--- config.mk ---
export PLATFORM = sky130hd
export DESIGN_NAME = mac_row_simd
export DESIGN_NICKNAME = d
export VERILOG_FILES = /design/src/rtl/mac_row_simd.sv
export SDC_FILE = /design/constraint.sdc
export NUM_CORES = 1
export LEC_CHECK = 0
export ABC_AREA = 1
export CORE_UTILIZATION = 59
export DETAILED_ROUTE_END_ITERATION = 8
export GPL_TIMING_DRIVEN = 0
export PLACE_DENSITY = 0.82
export SETUP_SLACK_MARGIN = 0.05
export SLEW_MARGIN = 5
export SYNTH_ARGS = -nofsm -noshare
export SYNTH_HDL_FRONTEND = slang
export SYNTH_SLANG_ARGS = --single-unit
--- constraint.sdc ---
create_clock -name clk -period 6 [get_ports clk]
set_input_delay 0.9 -clock clk [delete_from_list [all_inputs] [get_ports clk]]
set_output_delay 0.9 -clock clk [all_outputs]
set_load 0.03 [all_outputs]
--- src/rtl/mac_row_simd.sv ---
// Weight-stationary systolic MAC row: col PEs chained west to east, each holding
// one (or two, in SIMD mode) signed weights, with psum saturation, row stall and weight clear.
module mac_row_simd #(
    parameter int unsigned bw      = 4,
    parameter int unsigned psum_bw = 16,
    parameter int unsigned col     = 8,
    parameter int unsigned sat     = 0
) (
    input  logic                   clk,
    input  logic                   reset,
    input  logic                   mode_2b,
    input  logic                   stall,
    input  logic                   wclr,
    input  logic [bw-1:0]          in_w,
    input  logic [1:0]             inst_w,
    input  logic [psum_bw*col-1:0] in_n,
    output logic [psum_bw*col-1:0] out_s,
    output logic [col-1:0]         valid
);
    localparam int unsigned HB = bw / 2;
    localparam logic signed [psum_bw:0] SMAX = {2'b00, {(psum_bw-1){1'b1}}};
    localparam logic signed [psum_bw:0] SMIN = {2'b11, {(psum_bw-1){1'b0}}};

    logic        [bw-1:0]      a_q    [col];
    logic        [bw-1:0]      a_d    [col];
    logic signed [bw-1:0]      w0_q   [col];
    logic signed [bw-1:0]      w0_d   [col];
    logic signed [bw-1:0]      w1_q   [col];
    logic signed [bw-1:0]      w1_d   [col];
    logic        [1:0]         cnt_q  [col];
    logic        [1:0]         cnt_d  [col];
    logic        [1:0]         inst_q [col];
    logic        [1:0]         inst_d [col];
    logic        [psum_bw-1:0] ps_q   [col];
    logic        [psum_bw-1:0] ps_d   [col];

    logic        [bw-1:0]      a_in    [col];
    logic        [1:0]         inst_in [col];
    logic        [1:0]         need;

    // Operands are widened to psum_bw+1 bits before multiplying; the exact
    // products fit as long as psum_bw+1 >= 2*bw+2.
    function automatic logic [psum_bw-1:0] mac(
        input logic        [bw-1:0]      a,
        input logic signed [bw-1:0]      w0,
        input logic signed [bw-1:0]      w1,
        input logic                      m,
        input logic        [psum_bw-1:0] north
    );
        logic signed [psum_bw:0] prod;
        logic signed [psum_bw:0] sum;
        if (m)
            prod = $signed((psum_bw+1)'(a[HB-1:0])) * (psum_bw+1)'(w0)
                 + $signed((psum_bw+1)'(a[bw-1:HB])) * (psum_bw+1)'(w1);
        else
            prod = $signed((psum_bw+1)'(a)) * (psum_bw+1)'(w0);
        sum = (psum_bw+1)'($signed(north)) + prod;
        if (sat != 0) begin
            if (sum > SMAX)
                sum = SMAX;
            else if (sum < SMIN)
                sum = SMIN;
        end
        return sum[psum_bw-1:0];
    endfunction

    assign need = mode_2b ? 2'd2 : 2'd1;

    always_comb begin
        a_in[0]    = in_w;
        inst_in[0] = inst_w;
        for (int unsigned i = 1; i < col; i++) begin
            a_in[i]    = a_q[i-1];
            inst_in[i] = inst_q[i-1];
        end
    end

    always_comb begin
        for (int unsigned i = 0; i < col; i++) begin
            logic loaded;
            loaded    = (cnt_q[i] >= need);
            a_d[i]    = a_q[i];
            w0_d[i]   = w0_q[i];
            w1_d[i]   = w1_q[i];
            cnt_d[i]  = cnt_q[i];
            inst_d[i] = inst_q[i];
            ps_d[i]   = ps_q[i];
            if (!stall) begin
                // A load token is consumed by the first PE still short of weights.
                if (inst_in[i][0] && !loaded) begin
                    if (cnt_q[i] == 2'd0)
                        w0_d[i] = a_in[i];
                    else
                        w1_d[i] = a_in[i];
                    cnt_d[i] = cnt_q[i] + 2'd1;
                end
                inst_d[i] = {inst_in[i][1], inst_in[i][0] & loaded};
                if (inst_in[i][1] || (inst_in[i][0] && loaded))
                    a_d[i] = a_in[i];
                if (inst_in[i][1])
                    ps_d[i] = mac(a_in[i], w0_q[i], w1_q[i], mode_2b,
                                  in_n[i*psum_bw +: psum_bw]);
            end
            // Weight clear overrides both the load path and the stall hold.
            if (wclr) begin
                w0_d[i]      = '0;
                w1_d[i]      = '0;
                cnt_d[i]     = '0;
                inst_d[i][0] = 1'b0;
            end
        end
    end

    always_ff @(posedge clk or negedge reset) begin
        if (!reset) begin
            for (int unsigned i = 0; i < col; i++) begin
                a_q[i]    <= '0;
                w0_q[i]   <= '0;
                w1_q[i]   <= '0;
                cnt_q[i]  <= '0;
                inst_q[i] <= '0;
                ps_q[i]   <= '0;
            end
        end else begin
            a_q    <= a_d;
            w0_q   <= w0_d;
            w1_q   <= w1_d;
            cnt_q  <= cnt_d;
            inst_q <= inst_d;
            ps_q   <= ps_d;
        end
    end

    always_comb begin
        out_s = '0;
        valid = '0;
        for (int unsigned i = 0; i < col; i++) begin
            out_s[i*psum_bw +: psum_bw] = ps_q[i];
            valid[i]                    = inst_q[i][1];
        end
    end

endmodule

# ---- Word level (Yosys, flattened, before mapping)
# Cells that the tools add are included.
dict set report totals {
  reg_bits 251
  in_bits 139
  wordCells 347
}
dict set report op_classes {
  addsub 24
  multipliers 24
  magnitude_cmp 8
  n_eq_ne 9
  mux 127
  bitwise_logic 8
  reduce_logical 93
}
# op count
set ops {}
lappend ops {{$mux W16} 24}
lappend ops {{$mux W4} 64}
lappend ops {{$add A16 B16 Y16} 8}
lappend ops {{$mul A3 B4 Y7} 16}
lappend ops {{$mul A5 B4 Y9} 8}
lappend ops {{$add A7 B7 Y8} 8}
lappend ops {{$mux W2} 25}
lappend ops {{$reduce_and A3 Y1} 16}
lappend ops {{$reduce_and A2 Y1} 23}
lappend ops {{$reduce_bool A2 Y1} 16}
lappend ops {{$add A2 B1 Y2 const B} 8}
lappend ops {{$ge A2 B2 Y1} 8}
lappend ops {{$logic_not A2 Y1} 8}
lappend ops {{$ne A2 B2 Y1 const B} 8}
lappend ops {{$logic_and A1 B1 Y1} 15}
lappend ops {{$mux W1} 14}
lappend ops {{$logic_not A1 Y1} 8}
lappend ops {{$and A1 B1 Y1} 7}
lappend ops {{$logic_or A1 B1 Y1} 7}
lappend ops {{$ne A2 B1 Y1 const B} 1}
lappend ops {{$not A1 Y1} 1}

# ---- Depth between registers and ports, before layout
# Gate-level depths: netlist (run 1).
dict set report depth {
  depth_word 7
  depth_mapped 31
}

# ---- Worst setup path after synthesis (run 1)
# No wires, ideal clock.
dict set report synth_path {
  path_kind {in2reg}
  start {input port in_w[2]}
  end {register ps_q, in the netlist out_s[8]}
  arrival_time_ns 4.979
  t_required_ns 5.918
  setup_slack_ns 0.939
  cell_stages 19
  n_path_buf 1
  cell_sequence {clkbuf_1 > nand2_1 > fa_1 > fa_1 > fa_1 > inv_1 > ha_1 > inv_1 > fa_1 > nor2_1 > o21ai_0 > and3_1 > o31a_1 > ha_1 > nand2_1 > o21ai_0 > a21oi_1 > or2_2 > a31oi_1}
}
dict set report synth_via {
  elab_chain_cells 6
  word_cells_on_any_way 7
  classes_between {add/sub (2); mul (2); mux (3)}
}
# element line
set synth_rtl {}
lappend synth_rtl {{start, declared} 14} ;# input logic [bw-1:0] in_w,
lappend synth_rtl {{$mul A3 B4 Y7} 54} ;# + $signed((psum_bw+1)'(a[bw-1:HB])) * (psum_bw+1)'(w1);
lappend synth_rtl {{$add A7 B7 Y8} 54}
lappend synth_rtl {{$mux W16 (*)} 52} ;# if (m)
lappend synth_rtl {{$mux W16 (*)} 100} ;# if (inst_in[i][1])
lappend synth_rtl {{$mux W16 (*)} 88} ;# if (!stall) begin
lappend synth_rtl {{$add A16 B16 Y16 (*)} 57} ;# sum = (psum_bw+1)'($signed(north)) + prod;
lappend synth_rtl {{end signal, assigned} 130} ;# ps_q <= ps_d;
lappend synth_rtl {{end, declared} 34} ;# logic [psum_bw-1:0] ps_q [col];
# Every way passes the cells marked *; elsewhere a longest branch is shown, timed or not. The select of a mux whose other input is x is not followed.
# A chain may end at the register's enable or synchronous reset.

# ---- Final worst setup path (run 1)
dict set report layout_path {
  start {input port in_w[1]}
  end {register ps_q, in the netlist out_s[8]}
}
dict set report layout_via {
  elab_chain_cells 6
  word_cells_on_any_way 7
  classes_between {add/sub (2); mul (2); mux (3)}
}
# element line
set layout_rtl {}
lappend layout_rtl {{$mul A3 B4 Y7} 53} ;# prod = $signed((psum_bw+1)'(a[HB-1:0])) * (psum_bw+1)'(w0)
lappend layout_rtl {{$add A7 B7 Y8} 54}
lappend layout_rtl {{$mux W16 (*)} 52}
lappend layout_rtl {{$mux W16 (*)} 100}
lappend layout_rtl {{$mux W16 (*)} 88}
lappend layout_rtl {{$add A16 B16 Y16 (*)} 57}
# Marked as above.

==> metrics, run 1 <==
Remaining DRCs=0; Max H-tree Level=1; RSZ-0062 raised after global routing=no; met3 routed WL=around 3700 microns; Critical Path Slowest Stage Cell=clkdlybuf4s50_1; R2R setup slack=about 0.8 ns; clock power share=between 10% and 20%; sw frac=45.6%; Synth Cell Area=0.0267 sq mm; Max Fclk=around 190 MHz; Leak=around 18 nW; Seq/Total Area, Yosys=23.5%; Port-buffer cells=~270; die width=215 microns; cell-internal power=5.64 mW; Root Driver=clkbuf_16; critical path endpoint category=flop; maxcap violations=0; TritonCTS clock tree=built; Mean Syn Cell Area=about 7.3 sq um; worst path cell trace=clkdlybuf4s50_1 -> nand2_1 -> fa_1 -> fa_1 -> fa_1 -> inv_1 -> ha_1 -> inv_1 -> fa_1 -> nor2_1 -> o21ai_0 -> and3_1 -> o31a_1 -> ha_1 -> nand2_1 -> o21ai_0 -> a21oi_1 -> or2_2 -> a31oi_1; Comb pwr share=between 50% and 60%; clock-pin slew on the worst setup and hold paths=0.06 ns; hold_buf cts=0; reg2reg start=a_in[18]$_DFFE_PN0P_; first-pass GRT wire length=~110,000 microns; top routing layer in use=met5; Yosys reg bits=251; number of global-route vias before repair=between 20,000 and 25,000; Worst-Skew Late Latency=0.59 ns; met1 WL=between 30,000 and 40,000 microns; Sink Count=251; Worst Hold Class=in -> async; Yosys cell types=45; final setup vio count=0; Initial Utilization=60.1%; Slew headroom=20.9%; post-CTS setup repair buffer count=0; Slew Viols, Final=0; Hold WS=between 0.2 and 0.3 ns; I/O pin count=around 280; largest net degree at the start of global routing=~100; Core Area=around 0.044 sq mm; met2 WL=32,400 microns; Util after Layout=a little over two thirds; Peak supply drop=between 0.0002 and 0.0003 V; PwrDens=between 300 and 400 mW/mm^2; DIE HEIGHT=around 210 microns; Total GRT Usage=approximately 30%; Setup Skew=roughly 0.012 ns; row cnt=between 70 and 80; CP startpoint kind=primary input; vias after detailed routing=roughly 24,000; CP most frequent cell=fa_1; vias per cell=about 5.3; final net count=about 4,600; PnR worst setup slack=0.662 ns; Yosys Warn Count=0; Gate Count Post-Synth=3,642; HPWL Detailed=53,500 microns; post_cts resized=0; maximum buffer depth of the clock tree=3; total CTS buffers=30; Worst EP required=between 6 and 7 ns; Least-Margin Pin Slew=1.19 ns; DP Worst Slack=~0.15 ns; layout cells sized above 1=approximately 4.2%; Worst R2R Path Depth=26; drt pass-1 iters=6; post-route ant nets=0; Crit Path Class=in -> reg; max incr delay on CP=0.63 ns; NetSw=4.72 mW; Placer Congestion=between 0.9 and 1; status=completed; min Tclk post-route=between 5 and 6 ns; WP data arrival=roughly 6 ns; Area Growth Syn to Fin=16.9%; grt total ovfl=0; crit-path max FO=6; Routed WL=approximately 69,000 microns; net count after synthesis=4,316; R2R Path End=out_s[61]$_DFFE_PN0P_; Seq pwr share=roughly 25%; wire length per cell=between 15 and 20 microns; initial antenna violation count=2; crit share post-route=89.0%; Die Footprint=around 0.046 sq mm; Detailed Route Iter0 Violations=1,628; Final Hold Viols=0
-- worst max path at each step --
stage               startpoint                     to  slack, ns
floorplan              in_w[2]   out_s[8]$_DFFE_PN0P_       0.94
global placement         reset  out_s[78]$_DFFE_PN0P_      -7.09
detailed placement     in_w[1]   out_s[8]$_DFFE_PN0P_       0.15
CTS                    in_w[1]   out_s[8]$_DFFE_PN0P_       0.76
global route           in_w[1]  out_s[15]$_DFFE_PN0P_       0.34
finish                 in_w[1]   out_s[8]$_DFFE_PN0P_       0.66
-- registers in the layout, indices dropped and copies added (netlist names) --
| register | flops |
|---|---|
| valid | 8 |
| inst_in | 7 |
| cnt_q | 16 |
| w1_q | 32 |
| a_in | 28 |
| out_s | 128 |
| w0_q | 32 |
-- critical path: cells and delay by family --
kind	cells	cell delay (ns)
adder cells (fa/ha/maj)	6	2.45
AND/OR/NAND/NOR	5	0.90
AO/OA/AOI/OAI	5	0.84
buffers and inverters	3	0.76
-- per-layer routing --
| layer | GRT usage [%] | vias to the layer above |
|---|---|---|
| li1 | - | 12100 |
| met4 | 10.9 | 2 |
| met5 | 0 | - |
| met1 | 38.5 | 11200 |
| met3 | 4.08 | 145 |
| met2 | 51.9 | 659 |
-- layout by cell type, fill, tap and decap left out, drive strengths merged, types with 45 or more instances in the layout --
master and instances:
inv 710, xor2 46, a21oi 159, nor2 205, clkbuf 73, ha 415
nand3 190, clkdlybuf4s50 270, fa 120, dfrtp 251, mux2 45, nand2 1035
o21ai 201
-- cells in the mapped netlist (all sizes together) --
master | count | share of area, %
o22ai | 4 | 0.094
buf | 33 | 0.75
nor3b | 1 | 0.047
clkbuf | 33 | 0.46
fa | 120 | 9.0
nand2 | 1035 | 15
inv | 710 | 10
mux2 | 45 | 1.9
nor3 | 13 | 0.24
xnor2 | 33 | 1.1
or2 | 16 | 0.37
mux2i | 3 | 0.11
a21boi | 3 | 0.084
a31oi | 23 | 0.54
o21bai | 20 | 0.56
a21oi | 159 | 3.0
ha | 415 | 19
nand4 | 18 | 0.42
dfrtp | 251 | 24
nor2 | 205 | 3.0
nand3 | 190 | 3.6
nand3b | 5 | 0.14
o21ai | 201 | 4.0
o31a | 4 | 0.13
and3 | 6 | 0.14
o31ai | 5 | 0.14
a211oi | 11 | 0.31
xor2 | 46 | 1.5
nor4 | 7 | 0.16
a21o | 19 | 0.53
o2bb2ai | 5 | 0.16
and2 | 2 | 0.047
clkinv | 1 | 0.014
-- per-stage QoR --
| step | instances | total power, mW | instance area, sq um | TNS, ns |
|---|---|---|---|---|
| after global routing | 4559 | 11.2 | 31200 | 0 |
| after detailed placement | 4507 | 8.44 | 30200 | 0 |
| after floorplan | 3642 | 6.55 | 26700 | 0 |
| after global placement | 4505 | 8.30 | 30200 | -1767.98 |
| final | 4561 | 10.4 | 31200 | 0 |
| after CTS | 4559 | 10.4 | 31200 | 0 |
-- power groups by stage --
stage          Sequential, mW  Clock, mW  Combinational (mW)
2_1_floorplan            3.33          0                3.22
3_3_place_gp             2.63          0                5.67
3_5_place_dp             2.64          0                5.80
4_1_cts                  2.62       1.91                5.85
5_1_grt                  2.69       1.97                6.53
6_report                 2.63       1.88                5.85
-- cell type report --
class                      count  area [sq um]
clock buffer                  40           850
antenna                        2          5.00
sequential                   251          6280
timing repair buffer         273          2770
fill                        3652         13200
clock inverter                12           145
tap                          592           741
multi-input combinational   2614         17400
buffer                        66           325
inverter                     711          2670
-- kinds of logic after synthesis --
| logic type | share of synthesized area [%] |
|---|---|
| AND/OR/NAND/NOR | 22.7 |
| flip-flops | 23.5 |
| XOR/XNOR | 2.59 |
| multiplexers | 2.01 |
| AO/OA/AOI/OAI | 9.53 |
| buffers and inverters | 11.2 |
| adder cells (fa/ha/maj) | 28.4 |
Power figures use the tool's default switching activity.
==> inputs of run 2 (changes only) <==
- PLACE_DENSITY: 0.82 -> unset
- PLACE_DENSITY_LB_ADDON: unset -> 0.05
- SKIP_LAST_GASP: unset -> 1
==> run 2 against run 1 <==
  * Core utilization increased by 0.079 points
  * Non-clock buffer count unchanged
  * Die area unchanged
  * Wire length decreased by 2.2%
  * Clock skew is 0.0087 ns higher
  * Setup slack better by 0.044 ns
  * Sequential share of layout area is essentially flat
==> metrics, run 2 (same netlist as run 1, synthesis figures left out) <==
status=completed; I/O pin count=~280; final net count=4,621; Util after Layout=between 70% and 80%; post_cts resized=0; most frequent cells in the layout=nand2_1, inv_1, ha_1; Total GRT Usage=around 30%; die width=215 microns; Routed WL=roughly 67,000 microns; maximum buffer depth of the clock tree=3; Final Hold Viols=0; PwrDens=331 mW/mm^2; maxcap violations=0; R2R setup slack=0.74 ns; layout cells sized above 1=under 10%; initial antenna violation count=0; crit-path max FO=6; Placed Cells=4,507; largest net degree at the start of global routing=a little under 90; Seq pwr share=between 20% and 30%; Detailed Route Iter0 Violations=~1,400; Max H-tree Level=1; Worst-Skew Late Latency=~0.59 ns; grt total ovfl=0; Crit Path Class=in -> reg; Core Area=between 0.04 and 0.05 sq mm; most common cell after layout, fill and taps aside=nand2_1; crit share post-route=around nine tenths; WP data arrival=slightly below 6 ns; critical path endpoint category=flop; Die Footprint=0.0461 sq mm; Remaining DRCs=0; Sink Count=about 250; Max Fclk=about 190 MHz; NetSw=between 4 and 5 mW; Finished Layout Cells=4,564; Hold WS=~0.27 ns; Peak supply drop=0.000286 V; Seq. cell area=0.00628 sq mm; vias per cell=5.18; Root Driver=clkbuf_16; drt pass-1 iters=6; Least-Margin Pin Slew=roughly 1.1 ns; Setup Skew=slightly above 0.02 ns; number of flip-flops in the largest register=between 100 and 150; Area Growth Syn to Fin=17.0%; vias after detailed routing=roughly 24,000; Leak=18.1 nW; Initial Utilization=approximately three fifths; Slew headroom=24.0%; Worst EP required=6.49 ns; RSZ-0062 raised after global routing=no; clock-pin slew on the worst setup and hold paths=about 0.06 ns; Port-buffer cells=around 270; row cnt=77; clock power share=around 18%; sw frac=around 46%; number of global-route vias before repair=about 23,000; hold_buf cts=0; wire length per cell=approximately 15 microns; total CTS buffers=30; Slew Viols, Final=0; TritonCTS clock tree=built; post-CTS setup repair buffer count=0; Worst Hold Class=in -> async; HPWL Detailed=about 53,000 microns; CP startpoint kind=primary input; cell-internal power=around 5.6 mW; post-route ant nets=0; Comb pwr share=between 50% and 60%; FILL cells=roughly 3,900; Placer Congestion=~0.9; final setup vio count=0; DIE HEIGHT=approximately 210 microns; min Tclk post-route=between 5 and 6 ns; area of the multi-input gates=~0.017 sq mm; first-pass GRT wire length=approximately 110,000 microns
[run 2: changes by cell type in the layout (fill, tap and decap cells not counted)]
| cell | previous run | this run |
|---|---|---|
| clkinv_2 | 6 | 8 |
| clkinv_4 | 2 | 1 |
| clkinvlp_4 | 1 | 4 |
| inv_6 | 0 | 2 |
| clkbuf_1 | 38 | 34 |
| bufinv_16 | 3 | 2 |
| diode_2 | 2 | 1 |
| clkbuf_8 | 4 | 7 |
[run 2: path summary, 6_finish.rpt]
kind,depth (start not counted),start,endpoint
min in group clk,2,out_s[112]$_DFFE_PN0P_,out_s[112]$_DFFE_PN0P_
worst min register to register,2,out_s[112]$_DFFE_PN0P_,out_s[112]$_DFFE_PN0P_
worst min-delay path,1,reset,out_s[123]$_DFFE_PN0P_
worst max register to register,25,a_in[14]$_DFFE_PN0P_,out_s[79]$_DFFE_PN0P_
worst max-delay path,21,in_w[1],out_s[14]$_DFFE_PN0P_
max in group asynchronous,3,reset,out_s[61]$_DFFE_PN0P_
[run 2: power by group through the flow]
stage               Clock (mW)  Sequential [mW]  Combinational [mW]
floorplan                    0             3.33                3.22
global placement             0             2.65                5.70
detailed placement           0             2.65                5.79
CTS                       1.92             2.62                5.83
global route              1.99             2.69                6.51
finish                    1.90             2.62                5.81
[run 2: cell type report]
cell class / instances / share of cell area, %
Buffer: 66 / 1.04
Timing Repair Buffer: 273 / 8.87
Clock buffer: 39 / 2.80
Antenna cell: 1 / 0.00801
Sequential cell: 251 / 20.1
Multi-Input combinational cell: 2614 / 55.8
Clock inverter: 17 / 0.500
Tap cell: 592 / 2.37
Inverter: 711 / 8.55
[run 2: per-layer routing]
metal | vias to the layer above | track usage (%) | wire [microns]
li1 | 12100 | - | -
met1 | 11000 | 39.2 | 30600
met2 | 484 | 49.8 | 31100
met3 | 104 | 3.50 | 3000
met4 | 0 | 10.2 | 2410
met5 | - | 0 | 0
[run 2: worst max-delay path, stage by stage]
cell             delay [ns]
clkdlybuf4s50_1        0.62
nand2_1                0.15
fa_1                   0.50
fa_1                   0.57
fa_1                   0.42
inv_1                  0.07
ha_1                   0.17
inv_1                  0.05
fa_1                   0.37
nor2_1                 0.16
o21ai_0                0.13
and3_1                 0.16
o31a_1                 0.24
ha_1                   0.35
a21oi_1                0.25
nor2_1                 0.06
nor2_1                 0.16
nor2_1                 0.06
nor2_1                 0.13
nand3_1                0.10
a31oi_1                0.17
[run 2: stage by stage]
stage / instance area [sq um] / setup slack, ns / TNS (ns) / total power, mW
after floorplan: 26700 / 0.939 / 0 / 6.55
after global placement: 30200 / -7.01 / -1747.27 / 8.34
after detailed placement: 30200 / 0.158 / 0 / 8.44
after CTS: 31300 / 0.720 / 0 / 10.4
after global routing: 31300 / 0.291 / 0 / 11.2
final: 31300 / 0.706 / 0 / 10.3
==> inputs of run 3 (changes only) <==
- CORE_MARGIN: unset -> 10
==> run 3 against run 2 <==
  * Maximum frequency decreased by 0.75%
  * Clock-buffer cell count increased by 1
  * Sequential cell count unchanged
  * Sequential power about the same
  * Highest routed layer unchanged
  * Largest cell class unchanged
  * Wire length increased by 3.0%
  * Largest power group unchanged
==> metrics, run 3 (same netlist as run 1, synthesis figures left out) <==
Sink Count=251; number of global-route vias before repair=approximately 23,000; Worst EP required=approximately 6.5 ns; Placer Congestion=approximately 0.91; final setup vio count=0; min Tclk post-route=about 5.3 ns; Final Hold Viols=0; largest net degree at the start of global routing=approximately 120; TritonCTS clock tree=built; CP most frequent cell=nor2_1; Comb pwr share=between 50% and 60%; DIE HEIGHT=about 230 microns; cell-internal power=approximately 5.5 mW; post_cts resized=0; vias after detailed routing=23,700; DP Area=between 0.03 and 0.04 sq mm; critical path endpoint category=flop; HPWL Detailed=55,500 microns; Least-Margin Pin Slew=between 1 and 1.5 ns; Area Growth Syn to Fin=16.8%; grt total ovfl=0; Crit Path Class=in -> reg; final net count=4,621; Core Area=roughly 0.045 sq mm; WP data arrival=5.84 ns; most common cell after layout, fill and taps aside=nand2_1; Largest delay share family, worst path=adder cells; status=completed; Total GRT Usage=between 20% and 30%; crit-path max FO=6; Slew headroom=25.2%; number of flip-flops in the largest register=around 130; NetSw=around 4.7 mW; Worst Hold Class=in -> async; clock power share=about 18%; post-route ant nets=0; maximum buffer depth of the clock tree=3; clock-pin slew on the worst setup and hold paths=about 0.060 ns; crit share post-route=roughly 90%; Peak supply drop=0.000307 V; post-CTS setup repair buffer count=0; Critical Path Slowest Stage Cell=fa_1; hold_buf cts=0; worst path cell trace=clkdlybuf4s50_1 -> inv_1 -> nand2_1 -> fa_1 -> fa_1 -> fa_1 -> inv_1 -> ha_1 -> inv_1 -> fa_1 -> nor2_1 -> o21ai_0 -> and3_1 -> o31a_1 -> ha_1 -> a21oi_1 -> nor2_1 -> nor2_1 -> nor2_1 -> nor2_1 -> nand3_1 -> a31oi_1; die width=approximately 230 microns; Leak=approximately 18 nW; row cnt=77; FILL cells=slightly below 4,000; maxcap violations=0; I/O pin count=between 200 and 300; reg2reg start=a_in[14]$_DFFE_PN0P_; R2R Path End=out_s[77]$_DFFE_PN0P_; Seq pwr share=between 20% and 30%; Root Driver=clkbuf_16; Slew Viols, Final=0; Worst-Skew Late Latency=slightly below 0.6 ns; total CTS buffers=30; vias per cell=~5.2; Detailed Route Iter0 Violations=1,526; Worst R2R Path Depth=26; max incr delay on CP=between 0.5 and 0.6 ns; initial antenna violation count=2; wire length per cell=between 15 and 20 microns; first-pass GRT wire length=approximately 110,000 microns; layout cells sized above 1=under 10%; fin area=around 0.031 sq mm; drt pass-1 iters=7; RSZ-0062 raised after global routing=no; R2R setup slack=0.87 ns; Worst Path Buf+Inv=4; CP startpoint kind=primary input; Remaining DRCs=0; Port-buffer cells=271; Routed WL=between 60,000 and 70,000 microns; Initial Utilization=around three fifths; Max H-tree Level=1; Max Fclk=187 MHz; Die Footprint=approximately 0.054 sq mm; WP depth=22; Setup Skew=0.00882 ns; setup TNS=0 ns; sw frac=around 46%; PwrDens=about 330 mW/mm^2; most frequent cells in the layout=nand2_1, inv_1, ha_1
==> run 3: cell count changes in the layout (fill, tap and decap cells not counted), sizes merged <==
| cell | previous run | this run |
|---|---|---|
| clkinv | 10 | 8 |
| clkbuf | 72 | 73 |
==> run 3: per-stage QoR <==
step           worst slack [ns]  total power, mW  instances  hold WS, ns  util [%]
2_1_floorplan             0.939             6.55       3642        0.463         -
5_1_grt                   0.340             11.1       4563        0.225      70.1
3_3_place_gp              -7.00             8.38       4505        0.454      67.8
4_1_cts                   0.661             10.3       4562        0.199      70.1
3_5_place_dp             0.0975             8.47       4507        0.458      67.9
6_report                  0.666             10.3       4563        0.205      70.1
==> run 3: worst max path at each step <==
stage,startpoint,end
finish,in_w[0],out_s[14]$_DFFE_PN0P_
global route,in_w[0],out_s[14]$_DFFE_PN0P_
CTS,in_w[0],out_s[14]$_DFFE_PN0P_
detailed placement,in_w[0],out_s[14]$_DFFE_PN0P_
global placement,reset,w1_q[19]$_DFFE_PN0P_
floorplan,in_w[2],out_s[8]$_DFFE_PN0P_
==> run 3: worst register-to-register path, cell delays in order (launching register included) <==
cell and delay [ns]:
dfrtp_1 0.32, clkbuf_1 0.42, nand2_1 0.16, inv_1 0.12, ha_1 0.25, inv_1 0.09
fa_1 0.46, fa_1 0.55, inv_1 0.05, ha_1 0.32, or2_1 0.25, nand3b_1 0.12
nand2_1 0.06, nand2_1 0.05, nand3_1 0.15, nand2_1 0.18, inv_1 0.18, ha_1 0.43
nand2_1 0.11, o21ai_0 0.25, inv_1 0.07, nand2_1 0.12, nand3_1 0.10, nand2_1 0.07
nand2_1 0.04, nand3_1 0.07, nand2_1 0.05
==> run 3: layout make-up <==
| class | instances | area (sq um) | share of cell area (%) |
|---|---|---|---|
| Antenna cell | 1 | 2.50 | 0.00802 |
| Buffer | 66 | 325 | 1.04 |
| Clock buffer | 40 | 808 | 2.59 |
| Clock inverter | 15 | 154 | 0.493 |
| Inverter | 711 | 2670 | 8.57 |
| Multi-Input combinational cell | 2614 | 17400 | 55.9 |
| Sequential cell | 251 | 6280 | 20.1 |
| Tap cell | 592 | 741 | 2.38 |
| Timing Repair Buffer | 273 | 2770 | 8.89 |
==> run 3: per-layer routing <==
metal / routed length (microns) / up-vias / global-route usage (%) / part of all wire [%]
met5: 0 / - / 0 / 0
met4: 1830 / 0 / 6.51 / 2.6
met3: 3310 / 96 / 3.27 / 4.8
met2: 33200 / 498 / 44.1 / 48
met1: 30800 / 11000 / 33.2 / 45
li1: - / 12100 / - / -
==> run 3: power groups by stage <==
stage	clock [mW]	sequential [mW]	combinational, mW
2_1_floorplan	0	3.33	3.22
3_3_place_gp	0	2.63	5.75
3_5_place_dp	0	2.63	5.84
4_1_cts	1.85	2.61	5.87
5_1_grt	1.91	2.68	6.54
6_report	1.82	2.61	5.84
